[config.mk]
export PLATFORM = sky130hd
export DESIGN_NAME = pc_unit_flat
export DESIGN_NICKNAME = d
export VERILOG_FILES = /design/src/rtl/pc_pkg.sv /design/src/rtl/pc_if.sv /design/src/rtl/pc_next_sel.sv /design/src/rtl/pc_unit.sv /design/src/flat_wrapper.sv
export SDC_FILE = /design/constraint.sdc
export NUM_CORES = 1
export LEC_CHECK = 0
export ABC_AREA = 1
export BUFFER_PORTS_ARGS = -buffer_cell sky130_fd_sc_hd__buf_2
export CELL_PAD_IN_SITES_DETAIL_PLACEMENT = 0
export CELL_PAD_IN_SITES_GLOBAL_PLACEMENT = 2
export CORE_MARGIN = 10
export CORE_UTILIZATION = 27
export CTS_CLUSTER_SIZE = 12
export DETAILED_ROUTE_END_ITERATION = 10
export HOLD_SLACK_MARGIN = 0.05
export PLACE_DENSITY_LB_ADDON = 0.1
export REMOVE_ABC_BUFFERS = 1
export SLEW_MARGIN = 0
export SYNTH_ARGS = -nofsm -noshare
export SYNTH_HDL_FRONTEND = slang
export SYNTH_HIERARCHICAL = 1
export SYNTH_SLANG_ARGS = --single-unit
export TNS_END_PERCENT = 10
[constraint.sdc]
create_clock -name clk -period 2.7 [get_ports clk]
set_input_delay 0.405 -clock clk [delete_from_list [all_inputs] [get_ports clk]]
set_output_delay 0.405 -clock clk [all_outputs]
set_load 0.1 [all_outputs]
[src/rtl/pc_pkg.sv]
// rtl/pc_pkg.sv - shared types and helpers for the program-counter unit
// Purpose: FSM state encoding and alignment helper used by pc_unit and pc_next_sel.
// Ports: none (package).
package pc_pkg;

    typedef enum logic [1:0] {
        PC_BOOT = 2'd0,
        PC_RUN  = 2'd1,
        PC_HALT = 2'd2
    } pc_state_t;

    // Number of low address bits that must be zero for an aligned target.
    function automatic int align_lsb(input int align_bytes);
        return $clog2(align_bytes);
    endfunction

endpackage

[src/rtl/pc_if.sv]
// rtl/pc_if.sv - fetch-side and control-side signal bundle for pc_unit
// Purpose: groups the fetch handshake, redirect/trap requests and status outputs.
// Ports (signals):
//   fetch_ready, redirect_valid, redirect_target, trap_valid, trap_vec,
//   halt_req, resume_req                      -> into pc_unit
//   pc, pc_valid, pc_plus_inc, misalign_err,
//   halted                                    <- from pc_unit
// Modports: master = pc_unit side, slave = fetch/branch/trap environment side.
interface pc_if #(
    parameter int XLEN = 32
);
    logic            fetch_ready;
    logic            redirect_valid;
    logic [XLEN-1:0] redirect_target;
    logic            trap_valid;
    logic [XLEN-1:0] trap_vec;
    logic            halt_req;
    logic            resume_req;
    logic [XLEN-1:0] pc;
    logic            pc_valid;
    logic [XLEN-1:0] pc_plus_inc;
    logic            misalign_err;
    logic            halted;

    modport master (
        input  fetch_ready, redirect_valid, redirect_target,
        input  trap_valid, trap_vec, halt_req, resume_req,
        output pc, pc_valid, pc_plus_inc, misalign_err, halted
    );

    modport slave (
        output fetch_ready, redirect_valid, redirect_target,
        output trap_valid, trap_vec, halt_req, resume_req,
        input  pc, pc_valid, pc_plus_inc, misalign_err, halted
    );

endinterface

[src/rtl/pc_next_sel.sv]
// rtl/pc_next_sel.sv - combinational next-PC priority mux and misalign check
// Purpose: picks the next fetch address (trap > redirect > sequential > hold).
// Ports:
//   state_i            current FSM state (nothing changes while booting)
//   pc_i               current registered pc
//   fire_i             current fetch accepted by instruction memory
//   redirect_valid_i   branch/jump taken
//   redirect_target_i  branch/jump target
//   trap_valid_i       trap entry request
//   trap_vec_i         trap handler base (low alignment bits dropped)
//   next_pc_o          pc for the next cycle
//   misalign_o         the redirect in progress had a misaligned target
module pc_next_sel
    import pc_pkg::*;
#(
    parameter int XLEN        = 32,
    parameter int INC_BYTES   = 4,
    parameter int ALIGN_BYTES = 4
) (
    input  pc_state_t       state_i,
    input  logic [XLEN-1:0] pc_i,
    input  logic            fire_i,
    input  logic            redirect_valid_i,
    input  logic [XLEN-1:0] redirect_target_i,
    input  logic            trap_valid_i,
    input  logic [XLEN-1:0] trap_vec_i,
    output logic [XLEN-1:0] next_pc_o,
    output logic            misalign_o
);

    localparam int              ALSB       = align_lsb(ALIGN_BYTES);
    // Mask form avoids a zero-width slice when ALIGN_BYTES is 1.
    localparam logic [XLEN-1:0] ALIGN_MASK = XLEN'((64'd1 << ALSB) - 64'd1);
    localparam logic [XLEN-1:0] INC        = XLEN'(INC_BYTES);

    logic            active;
    logic            target_bad;
    logic [XLEN-1:0] trap_base;

    always_comb begin
        active     = (state_i != PC_BOOT);
        trap_base  = trap_vec_i & ~ALIGN_MASK;
        target_bad = (redirect_target_i & ALIGN_MASK) != '0;
        next_pc_o  = pc_i;
        misalign_o = 1'b0;
        if (active) begin
            if (trap_valid_i) begin
                next_pc_o = trap_base;
            end else if (redirect_valid_i) begin
                // A bad target is treated as an exception: go to the handler.
                if (target_bad) begin
                    next_pc_o  = trap_base;
                    misalign_o = 1'b1;
                end else begin
                    next_pc_o = redirect_target_i;
                end
            end else if (fire_i) begin
                next_pc_o = pc_i + INC;
            end
        end
    end

endmodule

[src/rtl/pc_unit.sv]
// rtl/pc_unit.sv - RV32I fetch-stage program counter with handshake, redirect, trap and halt
// Purpose: holds the fetch PC and BOOT/RUN/HALT state, offers pc to instruction memory.
// Ports:
//   clk   clock, all state on posedge
//   rst   synchronous active-high reset
//   bus   pc_if.master: fetch handshake, redirect/trap/halt controls, status outputs
module pc_unit
    import pc_pkg::*;
#(
    parameter int              XLEN        = 32,
    parameter logic [XLEN-1:0] RESET_VEC   = '0,
    parameter int              INC_BYTES   = 4,
    parameter int              ALIGN_BYTES = 4
) (
    input  logic   clk,
    input  logic   rst,
    pc_if.master   bus
);

    localparam logic [XLEN-1:0] INC = XLEN'(INC_BYTES);

    pc_state_t       state_q, state_d;
    logic [XLEN-1:0] pc_q, pc_d;
    logic            misalign_q, misalign_d;
    logic            fire;
    logic            misalign_now;

    // A fetch is only ever offered in RUN, so pc_valid is the RUN decode.
    assign fire = (state_q == PC_RUN) & bus.fetch_ready;

    pc_next_sel #(
        .XLEN        (XLEN),
        .INC_BYTES   (INC_BYTES),
        .ALIGN_BYTES (ALIGN_BYTES)
    ) u_next_sel (
        .state_i           (state_q),
        .pc_i              (pc_q),
        .fire_i            (fire),
        .redirect_valid_i  (bus.redirect_valid),
        .redirect_target_i (bus.redirect_target),
        .trap_valid_i      (bus.trap_valid),
        .trap_vec_i        (bus.trap_vec),
        .next_pc_o         (pc_d),
        .misalign_o        (misalign_now)
    );

    always_ff @(posedge clk) begin
        if (rst) begin
            state_q    <= PC_BOOT;
            pc_q       <= RESET_VEC;
            misalign_q <= 1'b0;
        end else begin
            state_q    <= state_d;
            pc_q       <= pc_d;
            misalign_q <= misalign_d;
        end
    end

    always_comb begin
        state_d    = state_q;
        misalign_d = misalign_now;
        case (state_q)
            PC_BOOT: state_d = PC_RUN;
            PC_RUN: begin
                if (bus.halt_req) begin
                    state_d = PC_HALT;
                end
            end
            PC_HALT: begin
                // Trap entry wins over a pending halt request.
                if (bus.trap_valid || (bus.resume_req && !bus.halt_req)) begin
                    state_d = PC_RUN;
                end
            end
            default: begin
                state_d    = PC_BOOT;
                misalign_d = 1'b0;
            end
        endcase
    end

    assign bus.pc           = pc_q;
    assign bus.pc_valid     = (state_q == PC_RUN);
    assign bus.halted       = (state_q == PC_HALT);
    assign bus.misalign_err = misalign_q;
    assign bus.pc_plus_inc  = pc_q + INC;

endmodule

[src/flat_wrapper.sv]
// flat-port wrapper written by rule: the top's interface ports become plain ports
module pc_unit_flat import pc_pkg::*;
#(
    parameter int              XLEN        = 32,
    parameter logic [XLEN-1:0] RESET_VEC   = '0,
    parameter int              INC_BYTES   = 4,
    parameter int              ALIGN_BYTES = 4
)
  (clk, rst, bus_fetch_ready, bus_redirect_valid, bus_redirect_target, bus_trap_valid, bus_trap_vec, bus_halt_req, bus_resume_req, bus_pc, bus_pc_valid, bus_pc_plus_inc, bus_misalign_err, bus_halted);
  pc_if #(.XLEN(XLEN)) bus_i ();
  input  logic clk;
  input  logic rst;
  input wire logic [$bits(bus_i.fetch_ready)-1:0] bus_fetch_ready;
  input wire logic [$bits(bus_i.redirect_valid)-1:0] bus_redirect_valid;
  input wire logic [$bits(bus_i.redirect_target)-1:0] bus_redirect_target;
  input wire logic [$bits(bus_i.trap_valid)-1:0] bus_trap_valid;
  input wire logic [$bits(bus_i.trap_vec)-1:0] bus_trap_vec;
  input wire logic [$bits(bus_i.halt_req)-1:0] bus_halt_req;
  input wire logic [$bits(bus_i.resume_req)-1:0] bus_resume_req;
  output wire logic [$bits(bus_i.pc)-1:0] bus_pc;
  output wire logic [$bits(bus_i.pc_valid)-1:0] bus_pc_valid;
  output wire logic [$bits(bus_i.pc_plus_inc)-1:0] bus_pc_plus_inc;
  output wire logic [$bits(bus_i.misalign_err)-1:0] bus_misalign_err;
  output wire logic [$bits(bus_i.halted)-1:0] bus_halted;
  assign bus_i.fetch_ready = bus_fetch_ready;
  assign bus_i.redirect_valid = bus_redirect_valid;
  assign bus_i.redirect_target = bus_redirect_target;
  assign bus_i.trap_valid = bus_trap_valid;
  assign bus_i.trap_vec = bus_trap_vec;
  assign bus_i.halt_req = bus_halt_req;
  assign bus_i.resume_req = bus_resume_req;
  assign bus_pc = bus_i.pc;
  assign bus_pc_valid = bus_i.pc_valid;
  assign bus_pc_plus_inc = bus_i.pc_plus_inc;
  assign bus_misalign_err = bus_i.misalign_err;
  assign bus_halted = bus_i.halted;
  pc_unit #(.XLEN(XLEN), .RESET_VEC(RESET_VEC), .INC_BYTES(INC_BYTES), .ALIGN_BYTES(ALIGN_BYTES)) u_core (.clk(clk), .rst(rst), .bus(bus_i));
endmodule
==> results of run 1 <==
## through the flow
| stage | power, W | utilization (%) | instance area, µm² | worst slack [ps] | setup TNS [ps] |
|---|---|---|---|---|---|
| after floorplan | 0.00156 | - | 3920 | -1540 | -26790 |
| after global placement | 0.00191 | 34.6 | 5070 | 501 | 0 |
| after detailed placement | 0.00192 | 34.6 | 5070 | 497 | 0 |
| after CTS | 0.00249 | 35.5 | 5200 | 185 | 0 |
| after global routing | 0.00259 | 35.5 | 5200 | 17.5 | 0 |
| final | 0.00246 | 35.5 | 5200 | 206 | 0 |
## layout make-up
type,count,area (µm²),area share (%)
flip-flops and latches,35,701,13.5
diodes,1,2.50,0.0481
well taps,184,230,4.42
repair buffers,162,923,17.7
multi-input cells,584,2820,54.2
inverters,105,399,7.67
clock buffers,6,129,2.48
## cells by family (layout without fill, tap and decap cells)
family,after synthesis,count (layout),share of synthesized area [%]
adders and majority gates,2,2,0.615
other,0,1,0
AOI/OAI and AO/OA,73,73,11.2
DFF,35,35,17.2
xor gates and xnor gates,16,16,3.44
buffers and inverters,130,273,13.6
and+or+nand+nor,493,493,54.0
## power breakdown
group / internal [W] / total, W / leakage (nW) / switching [W]
Combinational: 0.000276 / 0.00125 / 2.30 / 0.000976
Clock: 0.000332 / 0.000562 / 0.0628 / 0.000230
Sequential: 0.000560 / 0.000648 / 0.288 / 0.0000881
## worst reg2reg max path, stage by stage, from the launching register on
cell,delay (ps)
dfxtp_1,330
buf_4,160
ha_1,200
nand2_1,120
nor2_4,180
nand2_4,80
nor2_4,220
nand3_1,100
nand3_1,140
nand2_1,60
nand2_1,100
o21ai_1,80
inv_1,60
nor2_1,30
## Yosys cell counts, drive strengths merged, types with 2 or more instances
library cell  number  area share, %
nor2             148             17
or2                3           0.46
buf               10            1.6
and2               3           0.46
o21ai             18            2.2
a211oi             2           0.37
dfxtp             35             17
o21bai             4           0.74
clkbuf            13            1.7
nand3b            10            1.8
ha                 2           0.61
a31oi              2           0.31
o22ai              3           0.46
nand3             62            7.9
dlygate4sd1        2           0.43
xnor2              4           0.86
xor2              12            2.6
nor3               3           0.37
o211ai             8            1.5
nand4              9            1.4
inv              104            9.7
a21oi             22            2.7
nand2            253             24
a221oi            12            2.6
## routing by layer
metal | track usage [%] | vias to the layer above
met2 | 25.1 | 149
met3 | 3.25 | 7
met5 | 0 | -
li1 | - | 2641
met1 | 22.1 | 2248
met4 | 3.26 | 0
## worst paths after layout
kind | slack (ps) | startpoint | cells after the start | endpoint
hold / removal | 380 | bus_halt_req | 3 | u_core/state_q[1]
setup reg to reg | 690 | u_core/bus.pc[2] | 13 | u_core/bus.pc[16]
setup / recovery | 210 | u_core/bus.pc[5] | 7 | bus_pc_plus_inc[24]
hold reg to reg | 510 | u_core/bus.pc[1] | 4 | u_core/bus.pc[1]
## state kept, by name, indices dropped and copies added (netlist names)
signal / flops
u_core/state_q: 2
u_core/bus.pc: 32
u_core/bus.misalign_err: 1
==> results.cfg, run 1 <==
[worst_setup_path]
crit_path_end_kind = output port
worstSetupPathType = reg -> out
crit_chain = inv_1 -> nor2_1 -> nand2_1 -> nor2_1 -> nand3b_1 -> nand2_1 -> buf_2
cp_slowest_stage_delay_ps = 570
critical_path.top_delay_family = simple AND/OR/NAND/NOR gates
critPathSlowestCell = dfxtp_1
cp_data_arrival_time_ps = 2090
path_max_fanout = 10
required_ps = 2300
start_kind = register
crit_buf_inv = 2

[place]
dpl.hpwl_um = 13400
dp_cells = 1070
gp_congestion = 0.819
numPortBuffers = 135

[routing]
vias = 5045
met1Wirelength_um = 8180
wl_met2_um = 7350
avgRoutedWirePerCell_um = 15.6
drtIter0Drc = 305
antenna_left = 0
wirelength_um = 16800
wl_met3_um = 1160
viasPerCell = 4.68
top_layer = met4
drc = 0
dr.pass1.iters = 5

[logic_synthesis]
ys_seq_area_share_pct = 17.2
yosys_warnings = 6
synth_ff_type = dfxtp_1
synth-edff-count = 0
ys_ff_latch = 35
syn_avg_cell_area_um2 = 5.43
syn_inst = 749
async_flop_share_pct = 0
synth_cell_type_count = 41
syn_area_um2 = 4070

[global_routing]
grt-ovfl-total = 0
grt_pass1_wl_um = 26200
grt_usage_pct = 16.0
antenna_found_initial = 0
grt_max_degree = 44
grt_pass1_vias = 4868

[clocking]
post-cts-setup-buffers = 0
htree_num_levels = 2
clkTransAtPathRegs_ps = 60
tritoncts = done
numClockSinks = 35
cts-root-buf = clkbuf_16
postCtsResizedCells = 0
clk_latency_ps = 290
cts.path.max_buffers = 2
cts_buffers = 5
cts_hold_buf = 0

[sta]
rsz0062_at_grt = no
fin_skew_ps = 6.18
maxSlewViolCount = 0
worst_pin_slew_ps = 814
hold_slack_ps = 378
maxSlewHeadroom_pct = 45.7
min_period_ps = 2490
fin_crit_sh_pct = 92.4
hold_violations = 0
fmax_mhz = 401
finalSetupViolations = 0

[floorplanning]
die-area_um2 = 20400
die_w_um = 143
start_util_pct = 27.8
io_pins = 138
die_y_um = 143
rows = 44
fp.coreArea_um2 = 14600

[layout]
final_cells = 1077
fin_nets = 966
fillerInstances = 1709
drive_above_1_share_pct = 23.1
area_delta_synth_final_pct = 27.9
layout_commonest_cell = nand2_1
final_cell_mix = nand2_1, buf_2, nor2_1, inv_1, nand3_1

[worst_hold_path]
worstHoldPathType = in -> reg

[power]
ir_worst_vdd_uv = 210
cellLeakagePower_nw = 2.65
power_density_nw_per_um2 = 473

[run]
maxCapViolations = 0

[status]
status = finished clean
Note: power is estimated with default switching activity, not from simulation.
==> run 2: changes to the inputs <==
Settings changed: CORE_UTILIZATION 27 to 23, SYNTH_HIERARCHICAL 1 to not set.
==> results.cfg, run 2 <==
[worst_setup_path]
cp_slowest_stage_delay_ps = 430
regToRegStartpoint = u_core.bus.pc[3]
worstSetupPathType = reg -> out
timing.rr.end = u_core.bus.pc[24]
critPathSlowestCell = buf_2
cp_data_arrival_time_ps = 2130
path_max_fanout = 5
ff2ff_path_depth = 9
crit_path_end_kind = output port
start_kind = register
required_ps = 2300
r2r_setup_slack_ps = 1040
cp_common_cell = nand2_1
crit_chain = ha_1 -> nand2_1 -> nor2_2 -> nand2_2 -> nor2_4 -> nand3b_1 -> nand2_1 -> buf_2

[logic_synthesis]
synth_ff_type = dfxtp_1
ys_top_cells_by_count = nand2_1, a21oi_1, nor2_1, dfxtp_1
synthMostInstantiatedCell = nand2_1
synth_compound_area_share_pct = 17.9
synthSimpleGateAreaFrac_pct = 40.5
synthAdderAreaFrac_pct = 0.478
synth_area_leaders = dfxtp_1, nand2_1, a21oi_1
yosysTopAreaCell = dfxtp_1
synth-edff-count = 0
synthXorXnorAreaFrac_pct = 6.75
syn_avg_cell_area_um2 = 6.00
muxShareOfSynthArea_pct = 0
ys_seq_area_share_pct = 26.8
async_flop_share_pct = 0
ys_ff_latch = 35
syn_inst = 436
yosys_warnings = 0
synth_top_area_share_pct = 26.8
synth_top_family_by_area = simple AND/OR/NAND/NOR gates
syn_area_um2 = 2620
synth_cell_type_count = 24

[power]
p_comb_share_pct = 45.5
power.internal_w = 0.00130
ir_worst_vdd_uv = 226
cellLeakagePower_nw = 1.71
seqPwrFrac_pct = 24.8
clockPowerShare_pct = 29.7
switching_share_pct = 50.3
p_switching_w = 0.00132
power_density_nw_per_um2 = 720

[layout]
postLayoutCellArea_um2 = 3640
layout_commonest_cell = nand2_1
drive_above_1_share_pct = 31.3
largest_reg_flops = 32
regArea_um2 = 701
final_cell_mix = nand2_1, buf_2, a21oi_1, dfxtp_1, nor2_1
fillerInstances = 1269
area_delta_synth_final_pct = 39.2
multi_input_area_um2 = 1730
antenna_cells = 0
fin_nets = 636

[sta]
fmax_mhz = 395
fin_crit_sh_pct = 93.8
finalSetupViolations = 0
maxSlewHeadroom_pct = 66.1
hold_slack_ps = 380
worst_pin_slew_ps = 512
rsz0062_at_grt = no
fin_skew_ps = 9.83
hold_violations = 0
min_period_ps = 2530
maxSlewViolCount = 0

[floorplanning]
start_util_pct = 23.8
die_w_um = 127
rows = 38
io_pins = 138
die-area_um2 = 16000
fp.coreArea_um2 = 11000
die_y_um = 127

[worst_hold_path]
holdPathStages = 3
min-delay-start = bus_trap_vec[2]
worstHoldPathType = in -> reg
worstHoldEndpoint = u_core.bus.pc[2]

[routing]
avgRoutedWirePerCell_um = 15.3
dr.pass1.iters = 4
wirelength_um = 10800
viasPerCell = 4.40
antenna_left = 0
vias = 3103
drtIter0Drc = 159
drc = 0

[place]
numPortBuffers = 135
dpl.hpwl_um = 8440
place_area_um2 = 3450
gp_congestion = 0.765

[global_routing]
grt_usage_pct = 13.3
grt_max_degree = 32
grt_pass1_vias = 3280
antenna_found_initial = 0
grt_pass1_wl_um = 17500
grt-ovfl-total = 0

[clocking]
clk_latency_ps = 290
htree_num_levels = 2
tritoncts = done
cts-root-buf = clkbuf_16
clkTransAtPathRegs_ps = 70
cts_buffers = 5
cts.path.max_buffers = 2
numClockSinks = 35
cts_hold_buf = 0

[run]
maxCapViolations = 0

[status]
status = finished clean
==> run 2: changes by cell type in the layout (fill, tap and decap cells not counted), moves of 5 or more <==
cell | previous run | this run
a21oi_1 | 22 | 55
a221oi_1 | 12 | 0
a31oi_1 | 2 | 7
buf_4 | 27 | 6
inv_1 | 101 | 28
nand2_1 | 242 | 165
nand3_1 | 60 | 16
nand4_1 | 9 | 0
nor2_1 | 128 | 34
o211ai_1 | 8 | 0
o21ai_0 | 14 | 28
xor2_1 | 12 | 5
xor2_2 | 0 | 6
==> run 2: cell families after synthesis <==
group,count (synthesis)
XOR/XNOR,15
AND/OR/NAND/NOR,246
buffers and inverters,48
AO/OA/AOI/OAI,91
flip-flops,35
adder cells (fa/ha/maj),1
==> run 2: how the worst max path moves through the flow <==
| stage | startpoint | endpoint |
|---|---|---|
| after floorplan | u_core.bus.pc[2] | bus_pc_plus_inc[7] |
| after global routing | u_core.bus.pc[3] | bus_pc_plus_inc[26] |
| after detailed placement | u_core.bus.pc[3] | bus_pc_plus_inc[24] |
| final | u_core.bus.pc[3] | bus_pc_plus_inc[26] |
| after CTS | u_core.bus.pc[3] | bus_pc_plus_inc[24] |
| after global placement | u_core.bus.pc[3] | bus_pc_plus_inc[24] |
==> run 2: critical path, delay by kind of cell, from the launching register on <==
kind / cells / cell delay, ps
and+or+nand+nor: 6 / 760
DFF: 1 / 390
adders and majority gates: 1 / 240
buffers and inverters: 1 / 430
==> run 2: power by group through the flow <==
stage / logic (W) / registers, W / clock network (W)
final: 0.00119 / 0.000650 / 0.000779
after global routing: 0.00126 / 0.000661 / 0.000815
after CTS: 0.00121 / 0.000651 / 0.000800
after detailed placement: 0.00121 / 0.000662 / 0
after global placement: 0.00121 / 0.000662 / 0
after floorplan: 0.000609 / 0.000999 / 0
==> run 2: layout make-up <==
cell class	instances	share of cell area (%)
clock buffer	5	3.44
clock inverter	3	1.86
inverter	28	2.89
multi-input combinational	353	47.6
sequential	35	19.2
tap	140	4.81
timing repair buffer	141	20.2
==> run 2: timing repair <==
item,CTS,global route
hold endpoints to repair,0,0
resized for setup,0,1
setup endpoints to repair,0,1
buffers inserted,0,0
==> run 2: per-stage QoR <==
stage	worst slack, ps	setup TNS (ps)	power [W]	util, %	instances
2_1_floorplan	-1480	-39140	0.00161	-	416
4_1_cts	133	0	0.00266	33.1	705
3_5_place_dp	453	0	0.00187	31.4	697
6_report	167	0	0.00262	33.2	705
5_1_grt	17.3	0	0.00274	33.2	705
3_3_place_gp	459	0	0.00187	31.4	697
==> run 2: per-layer routing <==
metal / track usage [%] / part of all wire [%] / vias to the layer above
met5: 0 / 0 / -
met2: 22.7 / 48 / 91
met4: 2.34 / 0.35 / 0
met1: 15.5 / 44 / 1361
met3: 5.21 / 8.4 / 2
li1: - / - / 1649
